<file path="config.mk">
export PLATFORM = sky130hd
export DESIGN_NAME = pc_sequencer_flat
export DESIGN_NICKNAME = d
export VERILOG_FILES = /design/src/rtl/pc_sequencer_if.sv /design/src/rtl/pc_sequencer.sv /design/src/flat_wrapper.sv
export SDC_FILE = /design/constraint.sdc
export NUM_CORES = 1
export LEC_CHECK = 0
export BUFFER_PORTS_ARGS = -buffer_cell sky130_fd_sc_hd__buf_2
export CAP_MARGIN = 20
export CORE_MARGIN = 5
export CORE_UTILIZATION = 45
export DETAILED_ROUTE_END_ITERATION = 8
export PLACE_DENSITY_LB_ADDON = 0.1
export SLEW_MARGIN = 10
export SYNTH_ARGS = -nofsm -noshare
export SYNTH_HDL_FRONTEND = slang
export SYNTH_SLANG_ARGS = --single-unit
</file>
<file path="constraint.sdc">
create_clock -name clk -period 4.4 [get_ports clk]
set_clock_uncertainty 0.1 [all_clocks]
set_input_delay 0.22 -clock clk [delete_from_list [all_inputs] [get_ports clk]]
set_output_delay 0.22 -clock clk [all_outputs]
set_load 0.005 [all_outputs]
</file>
<file path="src/rtl/pc_sequencer_if.sv">
// pc_sequencer_if: control/status bundle between the multi-cycle controller and the PC sequencer.
interface pc_sequencer_if #(
  parameter int WIDTH = 32,
  parameter int CPI   = 4
);
  localparam int PW = $clog2(CPI);
  logic             run;
  logic             halt;
  logic             stall;
  logic             redirect_valid;
  logic [WIDTH-1:0] redirect_target;
  logic [WIDTH-1:0] pc_out;
  logic [PW-1:0]    phase;
  logic             last_phase;
  logic             instr_done;
  logic             running;
  logic             misalign_err;
  modport master (
    output run, halt, stall, redirect_valid, redirect_target,
    input  pc_out, phase, last_phase, instr_done, running, misalign_err
  );
  modport slave (
    input  run, halt, stall, redirect_valid, redirect_target,
    output pc_out, phase, last_phase, instr_done, running, misalign_err
  );
endinterface

</file>
<file path="src/rtl/pc_sequencer.sv">
// pc_sequencer: multi-cycle program counter; advances once per CPI-clock window by increment or latched redirect.
module pc_sequencer #(
  parameter int               WIDTH        = 32,
  parameter int               CPI          = 4,
  parameter int               INC          = 4,
  parameter logic [WIDTH-1:0] RESET_VECTOR = '0,
  parameter int               ALIGN_BITS   = 2
) (
  input logic            clk,
  input logic            rst_n,
  pc_sequencer_if.slave  bus
);
  localparam int               PW      = $clog2(CPI);
  localparam logic [PW-1:0]    LAST    = PW'(CPI - 1);
  localparam logic [WIDTH-1:0] LO_MASK = WIDTH'((64'd1 << ALIGN_BITS) - 64'd1);
  typedef enum logic [1:0] {IDLE, RUN, HALTED} state_t;
  state_t           state;
  logic [PW-1:0]    phase;
  logic [WIDTH-1:0] pc, tgt, rv_tgt, next_pc;
  logic             redir_pend, halt_pend, run_q, done, err, running;
  logic             in_run, take_rv, win_end, go_halt;
  always_comb begin
    in_run  = state == RUN;
    take_rv = in_run && bus.redirect_valid;
    rv_tgt  = bus.redirect_target & ~LO_MASK;
    win_end = in_run && !bus.stall && phase == LAST;
    go_halt = halt_pend || bus.halt;
    // a redirect arriving on the window-end clock beats any older pending one
    next_pc = take_rv ? rv_tgt : redir_pend ? tgt : pc + WIDTH'(INC);
  end
  always_ff @(posedge clk or negedge rst_n) begin
    if (!rst_n) begin
      state      <= IDLE;
      pc         <= RESET_VECTOR;
      phase      <= '0;
      tgt        <= '0;
      redir_pend <= 1'b0;
      halt_pend  <= 1'b0;
      run_q      <= 1'b0;
      done       <= 1'b0;
      err        <= 1'b0;
      running    <= 1'b0;
    end else begin
      run_q <= bus.run;
      done  <= win_end;
      if (take_rv) begin
        tgt        <= rv_tgt;
        redir_pend <= 1'b1;
      end
      if (take_rv && |(bus.redirect_target & LO_MASK)) err <= 1'b1;
      if (in_run && bus.halt) halt_pend <= 1'b1;
      case (state)
        IDLE: if (bus.run) begin
          state   <= RUN;
          running <= 1'b1;
          phase   <= '0;
        end
        RUN: if (win_end) begin
          pc         <= next_pc;
          phase      <= '0;
          redir_pend <= 1'b0;
          halt_pend  <= 1'b0;
          if (go_halt || !bus.run) begin
            state   <= go_halt ? HALTED : IDLE;
            running <= 1'b0;
          end
        end else if (!bus.stall) phase <= phase + 1'b1;
        HALTED: if (bus.run && !run_q) begin
          state   <= RUN;
          running <= 1'b1;
          phase   <= '0;
        end
        default: state <= IDLE;
      endcase
    end
  end
  assign bus.pc_out       = pc;
  assign bus.phase        = phase;
  assign bus.last_phase   = in_run && phase == LAST;
  assign bus.instr_done   = done;
  assign bus.running      = running;
  assign bus.misalign_err = err;
endmodule

</file>
<file path="src/flat_wrapper.sv">
// flat-port wrapper written by rule: the top's interface ports become plain ports
module pc_sequencer_flat 
#(
  parameter int               WIDTH        = 32,
  parameter int               CPI          = 4,
  parameter int               INC          = 4,
  parameter logic [WIDTH-1:0] RESET_VECTOR = '0,
  parameter int               ALIGN_BITS   = 2
)
  (clk, rst_n, bus_run, bus_halt, bus_stall, bus_redirect_valid, bus_redirect_target, bus_pc_out, bus_phase, bus_last_phase, bus_instr_done, bus_running, bus_misalign_err);
  pc_sequencer_if #(.WIDTH(WIDTH), .CPI(CPI)) bus_i ();
  input logic clk;
  input logic rst_n;
  input wire logic [$bits(bus_i.run)-1:0] bus_run;
  input wire logic [$bits(bus_i.halt)-1:0] bus_halt;
  input wire logic [$bits(bus_i.stall)-1:0] bus_stall;
  input wire logic [$bits(bus_i.redirect_valid)-1:0] bus_redirect_valid;
  input wire logic [$bits(bus_i.redirect_target)-1:0] bus_redirect_target;
  output wire logic [$bits(bus_i.pc_out)-1:0] bus_pc_out;
  output wire logic [$bits(bus_i.phase)-1:0] bus_phase;
  output wire logic [$bits(bus_i.last_phase)-1:0] bus_last_phase;
  output wire logic [$bits(bus_i.instr_done)-1:0] bus_instr_done;
  output wire logic [$bits(bus_i.running)-1:0] bus_running;
  output wire logic [$bits(bus_i.misalign_err)-1:0] bus_misalign_err;
  assign bus_i.run = bus_run;
  assign bus_i.halt = bus_halt;
  assign bus_i.stall = bus_stall;
  assign bus_i.redirect_valid = bus_redirect_valid;
  assign bus_i.redirect_target = bus_redirect_target;
  assign bus_pc_out = bus_i.pc_out;
  assign bus_phase = bus_i.phase;
  assign bus_last_phase = bus_i.last_phase;
  assign bus_instr_done = bus_i.instr_done;
  assign bus_running = bus_i.running;
  assign bus_misalign_err = bus_i.misalign_err;
  pc_sequencer #(.WIDTH(WIDTH), .CPI(CPI), .INC(INC), .RESET_VECTOR(RESET_VECTOR), .ALIGN_BITS(ALIGN_BITS)) u_core (.clk(clk), .rst_n(rst_n), .bus(bus_i));
endmodule
</file>
# After elaboration in Yosys (flattened, before gate mapping)
# Cells that the tools add are included.
# word_totals
register_bits	72
output_inout_bits	38
inputBits	38
# classes
n_addsub	2
n_reduce_logical	19
n_mux	24
n_eq_ne	8
# ops
op	count
$mux 32	2
$add 32x3->32 const B	1
$mux 2	9
$pmux 2 s3	2
$mux 1	10
$reduce_and 4->1	2
$logic_and 1x1->1	7
$ne 2x2->1 const B	3
$reduce_and 5->1	1
$eq 2x2->1 const B	2
$logic_not 1->1	3
$ne 3x3->1 const B	1
$pmux 1 s3	1
$reduce_bool 3->1	1
$add 2x1->2 const B	1
$eq 2x1->1 const B	1
$logic_not 2->1	1
$logic_or 1x1->1	2
$ne 2x1->1 const B	1
$reduce_and 2->1	1
$reduce_or 2->1	1

# Longest topological paths before layout
# logic_depth
depth_word	5
mapped_depth	8
mapped_depth_nobuf	6

# Worst setup path after synthesis
# OpenSTA, ideal clock, no wires.
# synth_path
path_kind	register to register
startpoint	register u_core.pc[9], in the netlist u_core.bus.pc_out[9]
endpoint	register u_core.pc[24], in the netlist u_core.bus.pc_out[24]
path_stages_with_launch	7
path_slack_ps	2090
n_path_buf	1
period_less_slack_ps	2310
setup_time_ps	124
arrival_ps	2086
required_ps	4176
cell_sequence	dfrtp_1 -> nand4_2 -> or3_1 -> buf_6 -> or4_4 -> a21o_1 -> a211o_1
# synth_between
elab_chain_cells	3
# synth_lines
element	line	rtl
start, declared	pc_sequencer.sv:19	logic [WIDTH-1:0] pc, tgt, rv_tgt, next_pc;
start signal, assigned	pc_sequencer.sv:59	pc <= next_pc;
$add 32x3->32	pc_sequencer.sv:29	next_pc = take_rv ? rv_tgt : redir_pend ? tgt : pc + WIDTH'(INC);
$mux 32 (2 in series)	pc_sequencer.sv:29	
# Every way passes these cells.
# A chain may end at the register's enable or synchronous reset.

# Final worst setup path
# Ends and elaborated chain as after synthesis.

==> impl_metrics.csv <==
group,metric,value,unit
min_path,hold_end,"u_core.tgt[16]",
worst_setup_path,rr_worst_depth,5,
logic_synthesis,async_flop_share,100.0,%
worst_setup_path,critical-path-slowest-cell,"or4_4",
floorplanning,initial_core_util,46.36,%
worst_setup_path,r2r_setup_slack,1.96,ns
power_and_ir_drop,p_leak,2.177,nW
timing,slew_headroom,44.93,%
clock_tree,cts-buffers-inserted,9,
floorplanning,core,8258,um^2
worst_setup_path,required,4.53,ns
worst_setup_path,rr_startpoint,"u_core.bus.pc_out[9]",
global_route,grt_pass1_vias,3509,
clock_tree,cts_max_level,3,
logic_synthesis,synth_edf_count,0,
detailed_routing,dr.pass1.iters,5,
global_route,grtUsageTotal,21.31,%
clock_tree,cts_tree,"done",
floorplanning,io_pins,76,
final_layout,nets,583,
clock_tree,clockRootBuffer,"clkbuf_8",
clock_tree,post_cts_resized,0,
final_layout,n_antenna_cell,0,
detailed_routing,drt_iter0_markers,201,
detailed_routing,viasPerCell,5.711,
detailed_routing,ant_nets,0,
timing,layout_setup_ws,1.959,ns
min_path,hold_start,"bus_redirect_target[16]",
power_and_ir_drop,irDropWorstVdd,0.2698,mV
final_layout,drive_gt1_share,19.16,%
detailed_routing,drt-total-wl,10.74,mm
logic_synthesis,synth_warnings,0,
logic_synthesis,synth_area,3829,um^2
worst_setup_path,cp-end-kind,"flop",
timing,drv_slew,0,
clock_tree,clock_latency,0.34,ns
timing,fin_tns_setup,0,ns
worst_setup_path,worstSetupPathType,"reg -> reg",
timing,max_clock_freq,409.6,MHz
clock_tree,cts.clk_slew.worst_paths,0.08,ns
clock_tree,numClockSinks,70,
global_route,overflow,0,
min_path,hold_depth,3,
worst_setup_path,setup.worst_path.start_class,"flop",
timing,rsz0062_at_grt,"false",
global_route,grt_pass1_wl,17.53,mm
floorplanning,dieHeight,102.2,um
final_layout,final.fill_count,787,
logic_synthesis,synthCells,459,
worst_setup_path,arrival,2.57,ns
detailed_routing,vias,3729,
run_status,status,"complete, no violations",
min_path,worstHoldPathType,"in -> reg",
logic_synthesis,ys.flop_type,"dfrtp_1",
logic_synthesis,synth.yosys.seq_area_share,45.75,%
final_layout,final_util,57.06,%
floorplanning,core.rowCount,33,
worst_setup_path,max_stage_delay,0.58,ns
final_layout,area_delta_synth_final,23.07,%
power_and_ir_drop,power_density,609.6,nW/um^2
clock_tree,clock_path_buffers,2,
placement,place_congestion,0.8171,
placement,portBuffers,73,
logic_synthesis,syn_avg_cell_area,8.341,um^2
detailed_routing,wl_per_cell,16.45,um
worst_setup_path,timing.rr.end,"u_core.bus.pc_out[24]",
global_route,antenna_found_initial,0,
logic_synthesis,ys_ff_latch,70,
timing,min_period,2.441,ns
placement,dp_slack,1.980,ns
timing,timing.final.crit_share,55.49,%
timing,hold_violations,0,
floorplanning,dieWidth,102.2,um
placement,dpl.hpwl,7.111,mm
detailed_routing,drc,0,
worst_setup_path,crit_fanout,9,
timing,tightest_slew,0.8185,ns
global_route,grt_max_degree,47,
logic_synthesis,synth_cell_type_count,57,
floorplanning,die-area,10450,um^2
run,maxCapViolCount,0,
worst_setup_path,crit_chain,"nand4_2 > or3_1 > or4_4 > a21o_1 > a211o_1",
timing,setup_viol,0,
cell families (layout without fill, tap and decap cells):
| family | Yosys count | count (layout) | synth area share, % |
|---|---|---|---|
| DFF | 70 | 70 | 45.75 |
| buffers and inverters | 41 | 129 | 4.412 |
| muxes | 7 | 7 | 1.928 |
| xor gates and xnor gates | 6 | 6 | 1.373 |
| adders and majority gates | 2 | 2 | 0.6535 |
| other | 1 | 2 | 0.09795 |
| AOI/OAI and AO/OA | 122 | 122 | 20.36 |
| and+or+nand+nor | 210 | 210 | 25.43 |
routing by layer:
layer | wire length (um) | GRT usage (%)
met1 | 5050 | 29.79
met2 | 4793 | 33.13
met3 | 683 | 4.232
met4 | 212 | 7.366
met5 | 0 | 0
layout by cell type, fill, tap and decap left out, types with 7 or more instances in the layout:
master         instances
nor2_1                28
buf_2                 73
or3_1                 10
a31oi_1                8
clkbuf_8              11
nand2_1              110
dfrtp_1               70
inv_1                 10
and3_1                 7
nand3_1               15
a21oi_1               31
dlygate4sd3_1         22
o21ai_0               33
nor3_1                12
sequential cells by signal (all words and copies together), names as in the netlist, 2 cells and up:
name / cells
u_core.bus.phase: 2
u_core.bus.pc_out: 30
u_core.tgt: 30
u_core.state: 2
how the worst max path moves through the flow:
stage / from / depth (start not counted) / slack (ns) / endpoint
final: u_core.bus.pc_out[9] / 5 / 1.96 / u_core.bus.pc_out[24]
after global routing: u_core.bus.pc_out[9] / 5 / 1.85 / u_core.bus.pc_out[30]
after detailed placement: u_core.bus.pc_out[9] / 5 / 1.98 / u_core.bus.pc_out[24]
after global placement: u_core.bus.pc_out[9] / 5 / 2.04 / u_core.bus.pc_out[24]
after CTS: u_core.bus.pc_out[9] / 5 / 1.97 / u_core.bus.pc_out[24]
after floorplan: u_core.bus.pc_out[9] / 6 / 2.09 / u_core.bus.pc_out[24]
cells in the mapped netlist, types with 3 or more instances:
master      n  share of area, %
dfrtp_1    70                46
a221oi_1    3              0.69
nand4_1     5              0.82
o21a_1      3              0.59
and3_1      7               1.1
a211o_1     3              0.69
o22a_1      3              0.69
clkbuf_1   23               2.3
nor3_1     12               1.6
a22oi_1     4              0.78
nor2_1     28               2.7
a21oi_1    31               4.1
nand2_1   110                11
xnor2_1     6               1.4
o21ai_0    33               4.3
buf_1       5              0.49
nor4_1      6              0.98
mux2i_1     4               1.0
o211ai_1    5              0.98
nand3_1    15               2.0
inv_1      10              0.98
a21o_1      4              0.78
a31oi_1     8               1.3
or3_1      10               1.6
mux2_2      3              0.88
and4_1      3              0.69
a211oi_1    4              0.78
cell type report:
class / instances / area, um^2 / share of cell area [%]
multi-input cells: 349 / 1913 / 40.60
inverters: 10 / 37.54 / 0.7966
clock buffers: 12 / 155.1 / 3.293
repair buffers: 103 / 678.2 / 14.39
clock inverters: 4 / 45.04 / 0.9559
flip-flops and latches: 70 / 1752 / 37.17
well taps: 105 / 131.4 / 2.788
where the power goes:
part	total, mW	leakage, nW	internal (mW)	switching, mW
Clock	0.539	0.106	0.291	0.249
Sequential	1.22	0.847	0.926	0.293
Combinational	1.11	1.22	0.501	0.614
Total	2.87	2.18	1.72	1.16
through the flow:
| stage | hold WS, ns | power [mW] | cells | area, um^2 |
|---|---|---|---|---|
| finish | 0.01712 | 2.872 | 653 | 4712 |
| global route | 0.02134 | 3.116 | 653 | 4712 |
| CTS | 0.003002 | 2.885 | 650 | 4654 |
| detailed placement | 0.2948 | 2.325 | 613 | 4244 |
| global placement | 0.2918 | 2.306 | 613 | 4244 |
| floorplan | -0.1756 | 1.904 | 460 | 3832 |
critical path: cells and delay by family (launching register included):
kind               cells  cell delay, ns
AOI/OAI and AO/OA      2            0.47
and+or+nand+nor        3            1.28
DFF                    1            0.49
timing repair:
| item | in CTS | in global routing |
|---|---|---|
| setup buffers | 0 | 0 |
| endpoints found under the setup margin | 0 | 0 |
| hold buffers | 21 | 1 |
| endpoints found under the hold margin | 21 | 21 |
(Power assumes the default switching activity.)
